--- src/rtl/fadd_arbiter_if.sv ---
// Requester, result and adder-side signals of the shared floating-point adder arbiter.
// slave is the arbiter's view; master is the client/adder-environment view.
interface fadd_arbiter_if #(
  parameter int N    = 16,
  parameter int NREQ = 4
);
  logic [NREQ-1:0]   req_valid;
  logic [NREQ-1:0]   req_ready;
  logic [NREQ*N-1:0] req_a;
  logic [NREQ*N-1:0] req_b;
  logic [NREQ-1:0]   res_valid;
  logic [NREQ-1:0]   res_ready;
  logic [NREQ*N-1:0] res_data;
  logic [N-1:0]      add_a;
  logic [N-1:0]      add_b;
  logic              add_issue;
  logic              add_ready;
  logic [N-1:0]      add_sum;
  logic              busy;

  modport slave (
    input  req_valid, req_a, req_b, res_ready, add_ready, add_sum,
    output req_ready, res_valid, res_data, add_a, add_b, add_issue, busy
  );

  modport master (
    output req_valid, req_a, req_b, res_ready, add_ready, add_sum,
    input  req_ready, res_valid, res_data, add_a, add_b, add_issue, busy
  );
endinterface

--- src/rtl/fadd_arbiter.sv ---
// Round-robin sharing of one fixed-latency pipelined adder among NREQ requesters;
// a tag pipeline follows each op so its sum lands in the issuing requester's result register.
module fadd_arbiter #(
  parameter int N    = 16,
  parameter int NREQ = 4,
  parameter int LAT  = 3
) (
  input  logic          clock,
  input  logic          reset,
  fadd_arbiter_if.slave bus
);
  localparam int IDW = $clog2(NREQ);
  typedef logic [IDW-1:0] id_t;

  logic [NREQ-1:0]   r_pend;
  logic [NREQ-1:0]   r_res_valid;
  logic [NREQ*N-1:0] r_res_data;
  id_t               r_ptr;
  logic [LAT-1:0]    r_tag_vld;
  id_t               r_tag_id [LAT];

  logic [NREQ-1:0]   w_elig;
  logic [NREQ-1:0]   w_grant;
  logic              w_found;
  id_t               w_gid;
  id_t               w_ptr_nxt;
  logic [NREQ-1:0]   w_consume;
  logic              w_cap;
  id_t               w_cap_id;
  logic [NREQ-1:0]   w_cap_oh;

  // No grants while reset is held, so no phantom op reaches the adder.
  assign w_elig = bus.req_valid & ~r_pend & {NREQ{bus.add_ready & ~reset}};

  always_comb begin
    int idx;
    idx     = 0;
    w_grant = '0;
    w_found = 1'b0;
    w_gid   = '0;
    for (int k = 0; k < NREQ; k++) begin
      idx = int'(r_ptr) + k;
      if (idx >= NREQ) idx = idx - NREQ;
      if (!w_found && w_elig[idx]) begin
        w_grant[idx] = 1'b1;
        w_found      = 1'b1;
        w_gid        = id_t'(idx);
      end
    end
  end

  assign w_ptr_nxt = (w_gid == id_t'(NREQ - 1)) ? '0 : w_gid + 1'b1;

  assign bus.req_ready = w_grant;
  assign bus.add_issue = w_found;
  assign bus.add_a     = w_found ? bus.req_a[int'(w_gid)*N +: N] : '0;
  assign bus.add_b     = w_found ? bus.req_b[int'(w_gid)*N +: N] : '0;

  assign w_cap     = r_tag_vld[LAT-1];
  assign w_cap_id  = r_tag_id[LAT-1];
  assign w_consume = r_res_valid & bus.res_ready;

  always_comb begin
    w_cap_oh = '0;
    if (w_cap) w_cap_oh[w_cap_id] = 1'b1;
  end

  // Control state: pending flags, result-full flags, rr pointer, tag valids
  always_ff @(posedge clock) begin
    if (reset) begin
      r_pend      <= '0;
      r_res_valid <= '0;
      r_ptr       <= '0;
      r_tag_vld   <= '0;
    end else begin
      r_pend      <= (r_pend & ~w_consume) | w_grant;
      r_res_valid <= (r_res_valid & ~w_consume) | w_cap_oh;
      if (w_found) r_ptr <= w_ptr_nxt;
      r_tag_vld[0] <= w_found;
      for (int s = 1; s < LAT; s++) r_tag_vld[s] <= r_tag_vld[s-1];
    end
  end

  // Tag ids shift in lockstep with the adder, regardless of add_ready
  always_ff @(posedge clock) begin
    r_tag_id[0] <= w_gid;
    for (int s = 1; s < LAT; s++) r_tag_id[s] <= r_tag_id[s-1];
  end

  // Result capture at the adder output stage
  always_ff @(posedge clock) begin
    if (reset) begin
      r_res_data <= '0;
    end else if (w_cap) begin
      r_res_data[int'(w_cap_id)*N +: N] <= bus.add_sum;
    end
  end

  assign bus.res_valid = r_res_valid;
  assign bus.res_data  = r_res_data;
  assign bus.busy      = |r_pend;

  a_no_overwrite: assert property (@(posedge clock) disable iff (reset)
    w_cap |-> !r_res_valid[w_cap_id]);

endmodule

--- src/flat_wrapper.sv ---
// flat-port wrapper written by rule: the top's interface ports become plain ports
module fadd_arbiter_flat 
#(
  parameter int N    = 16,
  parameter int NREQ = 4,
  parameter int LAT  = 3
)
  (clock, reset, bus_req_valid, bus_req_a, bus_req_b, bus_res_ready, bus_add_ready, bus_add_sum, bus_req_ready, bus_res_valid, bus_res_data, bus_add_a, bus_add_b, bus_add_issue, bus_busy);
  fadd_arbiter_if #(.N(N), .NREQ(NREQ)) bus_i ();
  input  logic clock;
  input  logic reset;
  input wire logic [$bits(bus_i.req_valid)-1:0] bus_req_valid;
  input wire logic [$bits(bus_i.req_a)-1:0] bus_req_a;
  input wire logic [$bits(bus_i.req_b)-1:0] bus_req_b;
  input wire logic [$bits(bus_i.res_ready)-1:0] bus_res_ready;
  input wire logic [$bits(bus_i.add_ready)-1:0] bus_add_ready;
  input wire logic [$bits(bus_i.add_sum)-1:0] bus_add_sum;
  output wire logic [$bits(bus_i.req_ready)-1:0] bus_req_ready;
  output wire logic [$bits(bus_i.res_valid)-1:0] bus_res_valid;
  output wire logic [$bits(bus_i.res_data)-1:0] bus_res_data;
  output wire logic [$bits(bus_i.add_a)-1:0] bus_add_a;
  output wire logic [$bits(bus_i.add_b)-1:0] bus_add_b;
  output wire logic [$bits(bus_i.add_issue)-1:0] bus_add_issue;
  output wire logic [$bits(bus_i.busy)-1:0] bus_busy;
  assign bus_i.req_valid = bus_req_valid;
  assign bus_i.req_a = bus_req_a;
  assign bus_i.req_b = bus_req_b;
  assign bus_i.res_ready = bus_res_ready;
  assign bus_i.add_ready = bus_add_ready;
  assign bus_i.add_sum = bus_add_sum;
  assign bus_req_ready = bus_i.req_ready;
  assign bus_res_valid = bus_i.res_valid;
  assign bus_res_data = bus_i.res_data;
  assign bus_add_a = bus_i.add_a;
  assign bus_add_b = bus_i.add_b;
  assign bus_add_issue = bus_i.add_issue;
  assign bus_busy = bus_i.busy;
  fadd_arbiter #(.N(N), .NREQ(NREQ), .LAT(LAT)) u_core (.clock(clock), .reset(reset), .bus(bus_i));
endmodule
--- config.mk ---
export PLATFORM = sky130hd
export DESIGN_NAME = fadd_arbiter_flat
export DESIGN_NICKNAME = d
export VERILOG_FILES = /design/src/rtl/fadd_arbiter_if.sv /design/src/rtl/fadd_arbiter.sv /design/src/flat_wrapper.sv
export SDC_FILE = /design/constraint.sdc
export NUM_CORES = 1
export LEC_CHECK = 0
export ABC_CLOCK_PERIOD_IN_PS = 4050
export BUFFER_PORTS_ARGS = -buffer_cell sky130_fd_sc_hd__buf_2
export CORE_UTILIZATION = 44
export CTS_CLUSTER_DIAMETER = 40
export DETAILED_ROUTE_END_ITERATION = 10
export PLACE_DENSITY = 0.81
export SETUP_SLACK_MARGIN = 0.1
export SLEW_MARGIN = 0
export SYNTH_ARGS = -nofsm -noshare
export SYNTH_HDL_FRONTEND = slang
export SYNTH_SLANG_ARGS = --single-unit
--- constraint.sdc ---
create_clock -name clock -period 4.05 [get_ports clock]
set_input_delay 0.405 -clock clock [delete_from_list [all_inputs] [get_ports clock]]
set_output_delay 0.405 -clock clock [all_outputs]
set_load 0.05 [all_outputs]
==> flow_summary.toml <==
[run_status]
status = "completed"

[layout]
layout_commonest_cell = "buf_2"
finalNonFillerCells = 886
final_cell_mix = "259 x buf_2, 83 x dfxtp_1, 74 x nand2_1"
final_nets = 915
syn_to_final_growth_pct = 40.3
drive_gt1_share_pct = 46.5

[synthesis]
synth_largest_area_cell = "dfxtp_1"
syn_area_per_cell_sq_um = 8.84
yosysTopAreaCellShare_pct = 38.1
syn_inst = 493
synth_nets = 660
synth_seq_cells = 83
synthTopCellsByArea = "dfxtp_1 38%, a22oi_1 13%, a221o_1 7.3%"
synth_area_sq_mm = 0.00436
synth_edf_count = 0
ys.flop_type = "dfxtp_1"
seq_area_frac_synth_pct = 38.1
yosys_warnings = 0
synth_cell_types = 43
synth_async_sr_flop_share_pct = 0

[run]
maxCapViolCount = 0

[pwr]
p_per_area_mw_per_mm2 = 849
combPwrFrac_pct = 71.3
p_clk_share_pct = 10.8
power.internal_uw = 2310
seqPwrFrac_pct = 17.9
power_switching_share_pct = 55.6
leakage_uw = 0.00301
power.switching_uw = 2890
max-vdd-ir-drop_v = 0.000688

[cts]
htreeDepth = 3
clock-root-buffer = "clkbuf_8"
cts_buffers = 9
insertion_delay_ns = 0.36
cts.path.max_buffers = 2
cts.clk_slew.worst_paths_ns = 0.09
tritoncts = "yes"
clkSinkCount = 83

[timing]
hold_ws_ns = 0.316
finalHoldViolations = 0
setup_tns_ns = 0
worst_pin_slew_ns = 0.908
fmax_mhz = 262
final-max-slew-violation-count = 0
period_minus_slack_ns = 3.81
finClkSkew_ns = 0.0101
rsz0062_at_grt = "no"
fin_crit_sh_pct = 94.1
setup_violations = 0
slew_headroom_pct = 39.3
finalWorstSetupSlack_ns = 0.238

[floorplan]
pin_count = 261
die_width_microns = 102
row_count = 35
die_h_microns = 102
initial_core_util_pct = 46.3
core_area_sq_mm = 0.00942
dieArea_sq_mm = 0.0103

[setup_path]
timing_worst_setup_path_type = "flip-flop to output port"
arrival_ns = 3.41
critPathRequiredTime_ns = 3.64
endpoint_kind = "output port"
critPathMaxFanout = 32
critPathLaunchType = "flip-flop"

[place]
port_buffers = 260
hpwl_mm = 11.7
post-place-ws_ns = 0.303
place_congestion = 0.941
dp_cells = 859

[grt]
grt_pass1_vias = 4564
grt_max_degree = 53
grt_use_total_pct = 28.0
grt_antenna_before_repair = 3
grt_pass1_wl_mm = 22.4
overflow = 0

[drt]
avgRoutedWirePerCell_microns = 17.1
finalWirelength_mm = 15.1
final_antenna_net_count = 0
dr.pass1.iters = 6
viasPerCell = 5.60
drc_errors = 0
dr_total_vias = 4965
drt-initial-drc-count = 302

[hold_path]
min_path_type = "input port to flip-flop"
[metal layers]
metal	up-vias	GRT usage, %	wire length (microns)
met5	-	0	0
met4	0	14.7	441
met3	30	3.80	1190
met2	259	49.8	7940
met1	2342	32.6	5560
li1	2334	-	-
[worst paths after layout]
| path | from | to | slack [ns] | depth (start not counted) |
|---|---|---|---|---|
| worst max-delay path | u_core.r_pend[2] | bus_add_b[3] | 0.24 | 9 |
| worst min-delay path | bus_res_ready[3] | u_core.bus.res_valid[3] | 0.32 | 3 |
| worst max register to register | u_core.r_pend[3] | u_core.r_ptr[1] | 1.40 | 9 |
| worst min register to register | u_core.r_tag_id[0][0] | u_core.r_tag_id[0][2] | 0.33 | 0 |
[layout make-up]
| cell class | instances | area, sq um |
|---|---|---|
| antenna | 4 | 10.0 |
| timing repair buffer | 283 | 1490 |
| fill | 789 | 3300 |
| clock inverter | 6 | 55.1 |
| clock buffer | 10 | 138 |
| tap | 129 | 161 |
| sequential | 83 | 1660 |
| multi-input combinational | 364 | 2570 |
| inverter | 7 | 26.3 |
[cells in the mapped netlist (2+ instances only)]
master / number
buf_6: 5
mux2i_1: 32
mux4_2: 4
inv_2: 2
nand2b_1: 7
or3_1: 2
nor2b_1: 4
nand4bb_1: 4
o21ba_2: 4
clkbuf_1: 23
a211oi_1: 2
clkinv_1: 2
a221o_1: 32
or4_1: 2
inv_1: 3
o21ai_0: 7
dfxtp_1: 83
nand3_1: 3
and4bb_1: 3
nor4b_1: 3
and3_1: 2
nand3b_1: 2
ha_1: 12
a22oi_1: 73
nor4_1: 2
buf_1: 3
a21oi_1: 9
nor2_1: 66
a21boi_0: 4
buf_2: 7
nand2_1: 74
[state kept, by name (all words and copies together) (netlist names)]
| signal | cells |
|---|---|
| u_core.r_tag_id | 6 |
| u_core.bus.res_valid | 4 |
| u_core.r_tag_vld | 3 |
| u_core.bus.res_data | 64 |
| u_core.r_ptr | 2 |
| u_core.r_pend | 4 |
[critical path, stage by stage, from the launching register on]
cell	delay, ns
dfxtp_1	0.35
nand4bb_1	0.25
mux4_2	0.54
a32oi_1	0.21
a22oi_1	0.12
o31a_4	0.45
and3_1	0.22
buf_4	0.24
a221o_2	0.43
buf_2	0.21
[power by group through the flow]
stage          clock network, uW  registers, uW  logic [uW]
6_report                     562            928        3700
5_1_grt                      609            938        3920
4_1_cts                      573            927        3640
3_5_place_dp                   0            945        3620
3_3_place_gp                   0            942        3560
2_1_floorplan                  0            969        2890
[timing repair]
item | 4_1_cts | 5_1_grt
setup endpoints to repair | 32 | 32
buffers inserted | 0 | 7
pin swaps | 0 | 1
resized for setup | 2 | 3
hold buffers | 0 | 0
[cell families after synthesis]
| group | count (synthesis) | synth area share (%) |
|---|---|---|
| fa+ha+maj | 12 | 3.45 |
| buf+inv | 46 | 5.11 |
| flops | 83 | 38.1 |
| compound gates | 137 | 24.8 |
| mux | 36 | 9.42 |
| simple gates | 179 | 19.1 |
[stage by stage]
| step | instance area [sq um] | util (%) | power [uW] |
|---|---|---|---|
| 2_1_floorplan | 4400 | - | 3860 |
| 3_3_place_gp | 5830 | 61.9 | 4500 |
| 3_5_place_dp | 5830 | 61.9 | 4560 |
| 4_1_cts | 6030 | 64.1 | 5140 |
| 5_1_grt | 6110 | 64.9 | 5460 |
| 6_report | 6110 | 64.9 | 5190 |
(Power assumes the default switching activity.)
